**src/rtl/fetch_unit.sv**
```systemverilog
// Instruction fetch stage: program counter, 16-entry branch-target LUT and the
// start/done handshake. Next PC is chosen combinationally from the current instruction.
module fetch_unit #(
  parameter int              PC_W       = 10,
  parameter logic [PC_W-1:0] START_ADDR = '0,
  parameter logic [8:0]      HALT_INSTR = 9'h1FF
) (
  input  logic            clk,
  input  logic            reset,
  input  logic            start,
  input  logic [8:0]      instr_in,
  input  logic            ctrl_branch,
  input  logic            cond_flag,
  input  logic            lut_we,
  input  logic [3:0]      lut_waddr,
  input  logic [PC_W-1:0] lut_wdata,
  output logic [PC_W-1:0] pc,
  output logic [8:0]      instr_out,
  output logic            instr_valid,
  output logic            busy,
  output logic            done,
  output logic [15:0]     cycle_cnt
);

  typedef enum logic [1:0] {
    S_IDLE,
    S_RUN,
    S_DONE
  } state_e;

  state_e          state_q, state_d;
  logic [PC_W-1:0] pc_q, pc_d;
  logic [15:0]     cycle_cnt_q, cycle_cnt_d;
  logic [PC_W-1:0] lut_q [16];
  logic [PC_W-1:0] lut_d [16];

  logic is_halt;
  logic br_taken;

  // J (bit 0 set) always branches; BR only when the ALU condition holds.
  assign is_halt  = (instr_in == HALT_INSTR);
  assign br_taken = ctrl_branch && (instr_in[0] || cond_flag);

  always_comb begin
    // NOTE: every signal written here gets a default first so no path leaves
    // it unassigned, which would otherwise infer a latch.
    state_d     = state_q;
    pc_d        = pc_q;
    cycle_cnt_d = cycle_cnt_q;
    lut_d       = lut_q;
    busy        = 1'b0;
    done        = 1'b0;
    instr_valid = 1'b0;
    instr_out   = 9'h000;

    if (lut_we) lut_d[lut_waddr] = lut_wdata;

    case (state_q)
      S_IDLE: begin
        pc_d = START_ADDR;
        if (start) begin
          state_d     = S_RUN;
          cycle_cnt_d = '0;
        end
      end
      S_RUN: begin
        busy        = 1'b1;
        instr_valid = 1'b1;
        instr_out   = instr_in;
        if (cycle_cnt_q != 16'hFFFF) cycle_cnt_d = cycle_cnt_q + 16'd1;
        // Halt outranks a simultaneous branch; the PC stays on the halt.
        if (is_halt)       state_d = S_DONE;
        else if (br_taken) pc_d    = lut_q[instr_in[7:4]];
        else               pc_d    = pc_q + PC_W'(1);
      end
      S_DONE: begin
        done = 1'b1;
        if (start) begin
          state_d     = S_RUN;
          pc_d        = START_ADDR;
          cycle_cnt_d = '0;
        end
      end
      default: state_d = S_IDLE;
    endcase
  end

  // NOTE: state is updated with non-blocking assignments so every flop
  // samples the pre-edge values computed above.
  always_ff @(posedge clk or posedge reset) begin
    if (reset) begin
      state_q     <= S_IDLE;
      pc_q        <= START_ADDR;
      cycle_cnt_q <= '0;
      // NOTE: the LUT is deliberately reset; a branch after reset must
      // see target 0, so it is built from flops rather than a RAM macro.
      lut_q       <= '{default: '0};
    end else begin
      state_q     <= state_d;
      pc_q        <= pc_d;
      cycle_cnt_q <= cycle_cnt_d;
      lut_q       <= lut_d;
    end
  end

  assign pc        = pc_q;
  assign cycle_cnt = cycle_cnt_q;

endmodule

```
**config.mk**
```make
export PLATFORM = sky130hd
export DESIGN_NAME = fetch_unit
export DESIGN_NICKNAME = d
export VERILOG_FILES = /design/src/rtl/fetch_unit.sv
export SDC_FILE = /design/constraint.sdc
export NUM_CORES = 1
export LEC_CHECK = 0
export BUFFER_PORTS_ARGS = -buffer_cell sky130_fd_sc_hd__buf_2
export CORE_UTILIZATION = 55
export CTS_CLUSTER_DIAMETER = 200
export DETAILED_ROUTE_END_ITERATION = 8
export PLACE_DENSITY = 0.78
export SLEW_MARGIN = 20
export SYNTH_ARGS = -nofsm -noshare
export SYNTH_HDL_FRONTEND = slang
export SYNTH_SLANG_ARGS = --single-unit
export TNS_END_PERCENT = 10
```
**constraint.sdc**
```tcl
create_clock -name clk -period 5.15 [get_ports clk]
set_input_delay 0.515 -clock clk [delete_from_list [all_inputs] [get_ports clk]]
set_output_delay 0.515 -clock clk [all_outputs]
set_load 0.05 [all_outputs]
```
==> flow_summary.ini <==
[outcome]
outcome = complete, no violations

[placed_design]
io_buffer_count = 66
routabilityCongestion = 0.801
detailedPlacementHpwl_um = 12900
numPlacedInstances = 907

[floorplan]
floorplan.die.width_um = 131
die-height_um = 131
initial_core_util_pct = 56.8
placement_row_count = 46
boundaryPins = 67
design.die.area_sq_um = 17100
placeable_core_area_sq_um = 16100

[clock_tree]
cts_hold_buffers = 0
clock_tree.htree_level_count = 4
tritoncts_clock_tree = built
cts_repair_resize_count = 0
cts_max_path_buffers = 2
clock-root-buffer = sky130_fd_sc_hd__clkbuf_16
tritoncts.num_buffers = 17
worstSkewPairLatency_ps = 440
clkSlewWorstSetupHoldPaths_ps = 70
cts.repair_timing.setup_buffer_count = 0
numClockSinks = 188

[synth]
netlist_area_sq_um = 9110
async_reset_ff_share_pct = 100
synth_enable_flop_cells = 0
synthesized_netlist_cell_count = 661
yosysWarningCount = 0
postSynthAreaPerCell_sq_um = 13.8
cell_type_with_the_largest_total_area_after_synthesis = sky130_fd_sc_hd__dfrtp_1
synth.net_count = 692
synth_area_in_compound_gates_pct = 4.85
yosysSeqAreaShare_pct = 51.6
yosys.area_share.adder_pct = 0.275
synth_seq_cells = 188
yosys-mux-area-fraction_pct = 32.2
ys_types = 53
synthXorXnorAreaFrac_pct = 0.288
synth_top_area_share_pct = 51.6
synth_top_family_by_area = multiplexers
synth_simple_gate_area_share_pct = 8.26
synth_area_leaders = sky130_fd_sc_hd__dfrtp_1, sky130_fd_sc_hd__mux2_2, sky130_fd_sc_hd__mux4_2
synth-main-ff-cell = sky130_fd_sc_hd__dfrtp_1

[job]
cap_viol_max_count = 0

[power]
power.density_nw_per_um2 = 442
design_power_total_uw = 4480
power.ir.vdd_worst_v = 0.000291
power.leakage_uw = 0.00436

[drt]
detail_route.wl_per_cell_um = 21.3
drc_markers = 0
wire_length_the_detailed_router_placed_on_met1_um = 8700
drt_pass1_iterations = 5
routed.top_layer = met4
met3WireLength_um = 923
wl_met2_um = 10000
vias = 5829
drtAntennaViolNets = 0
route.detailed.vias_per_inst = 6.23
postRouteWirelength_um = 19900
drtIter0Drc = 399

[sta]
finalSetupViolCount = 0
report.final.hold_viol_count = 0
fin_worst_hold_slack_ps = 325
slew_viols_final = 0
max_slew.worst_pin.slew_ps = 1030
timing.max_slew.rel_slack_pct = 31.1
fin_crit_ps = 2440
max_clock_freq_mhz = 410
final.setup.tns_ps = 0
timing.final.crit_share_pct = 47.4
clock-skew-final_ps = 9.73
grt_setup_unrepaired = no

[finish]
final_layout_size_suffix_gt1_share_pct = 44.2
num-fill-cells = 1157
layout_commonest_cell = sky130_fd_sc_hd__dfrtp_1
layout.nets = 741
instances_no_fill = 936
antenna-diode-count = 0
layout_common_cells = sky130_fd_sc_hd__dfrtp_1, sky130_fd_sc_hd__mux2_2, sky130_fd_sc_hd__buf_2
fin_util_pct = 63.1
syn2layout_area_growth_pct = 11.3

[critical_path]
rr_startpoint = state_q[0]
critical_path.cell_chain = nand2b_1 -> inv_1 -> and2_1 -> buf_2
worst-path-buf-inv = 2
cp.arrival_ps = 1930
cp-startpoint = state_q[1]
setup.worst_path.start_class = register
crit_path_max_fanout = 11
crit_path_end_kind = output pin
slowest_library_cell_on_the_worst_path = sky130_fd_sc_hd__dfrtp_1
critPathMaxStageDelay_ps = 470
criticalPathCategory = register to output pin
cp_required_ps = 4640
cpLargestDelayFamily = buffers and inverters

[global_routing]
track_usage_pct = 25.5
vias_in_the_first_global_route = 5984
maximum_number_of_pins_on_one_net_before_global_route_repair = 189
antenna_violations_before_repair = 0
grt.overflow.total = 0
grt_first_pass_wirelength_um = 32000

[hold_path]
holdCritPathClass = primary input to async pin
==> cell type report <==
type,count,area [sq um],area share (%)
flip-flops and latches,188,4700,46.4
multi-input cells,424,4180,41.2
clock buffers,19,453,4.47
repair buffers,71,380,3.75
well taps,216,270,2.67
clock inverters,10,116,1.15
inverters,8,33.8,0.333
==> worst reg2reg max path: cells and delay by family (launching register included) <==
family / cells / cell delay (ps)
buffers and inverters: 1 / 120
flip-flops: 1 / 490
AO/OA/AOI/OAI: 2 / 820
AND/OR/NAND/NOR: 1 / 410
==> Yosys cell counts, types with 9 or more instances <==
cell                       number
sky130_fd_sc_hd__nand2b_1      16
sky130_fd_sc_hd__mux2_2       166
sky130_fd_sc_hd__clkbuf_1      22
sky130_fd_sc_hd__mux2i_1       21
sky130_fd_sc_hd__and2_1         9
sky130_fd_sc_hd__nor2_2         9
sky130_fd_sc_hd__dfrtp_1      188
sky130_fd_sc_hd__buf_2         11
sky130_fd_sc_hd__mux4_2        34
sky130_fd_sc_hd__nand3_1       19
sky130_fd_sc_hd__a32o_1         9
sky130_fd_sc_hd__nand2_1       33
==> state kept, by name, indices dropped and copies added (netlist names) <==
name	flops
pc	10
lut_q	160
state_q	2
cycle_cnt	16
==> power breakdown <==
group          leakage [uW]  internal, uW  switching, uW
clock              0.000277           733            543
sequential          0.00232          1820            235
combinational       0.00177           533            614
==> routing by layer <==
metal / global-route usage [%] / vias up
li1: - / 2564
met1: 33.7 / 3070
met2: 42.0 / 174
met3: 4.44 / 21
met4: 10.8 / 0
met5: 0 / -
==> through the flow <==
step	setup WS [ps]	instance area [sq um]
finish	2710	10100
global route	2570	10100
CTS	2690	10100
detailed placement	2340	9570
global placement	2380	9570
floorplan	2210	9120
==> worst paths after layout <==
check / endpoint / slack (ps) / cells after the start
setup / recovery: instr_out[4] / 2710 / 4
hold / removal: lut_q[77] / 330 / 3
setup reg to reg: pc[0] / 3200 / 4
hold reg to reg: lut_q[137] / 500 / 1
max in group asynchronous: cycle_cnt[6] / 4030 / 3
min in group clk: cycle_cnt[2] / 410 / 3
==> kinds of logic (layout without fill, tap and decap cells) <==
kind of cell	Yosys count	count (layout)
fa+ha+maj	2	2
flops	188	188
compound gates	58	58
mux	227	227
buf+inv	49	108
xor+xnor	3	3
simple gates	134	134
Note: power is estimated with default switching activity, not from simulation.
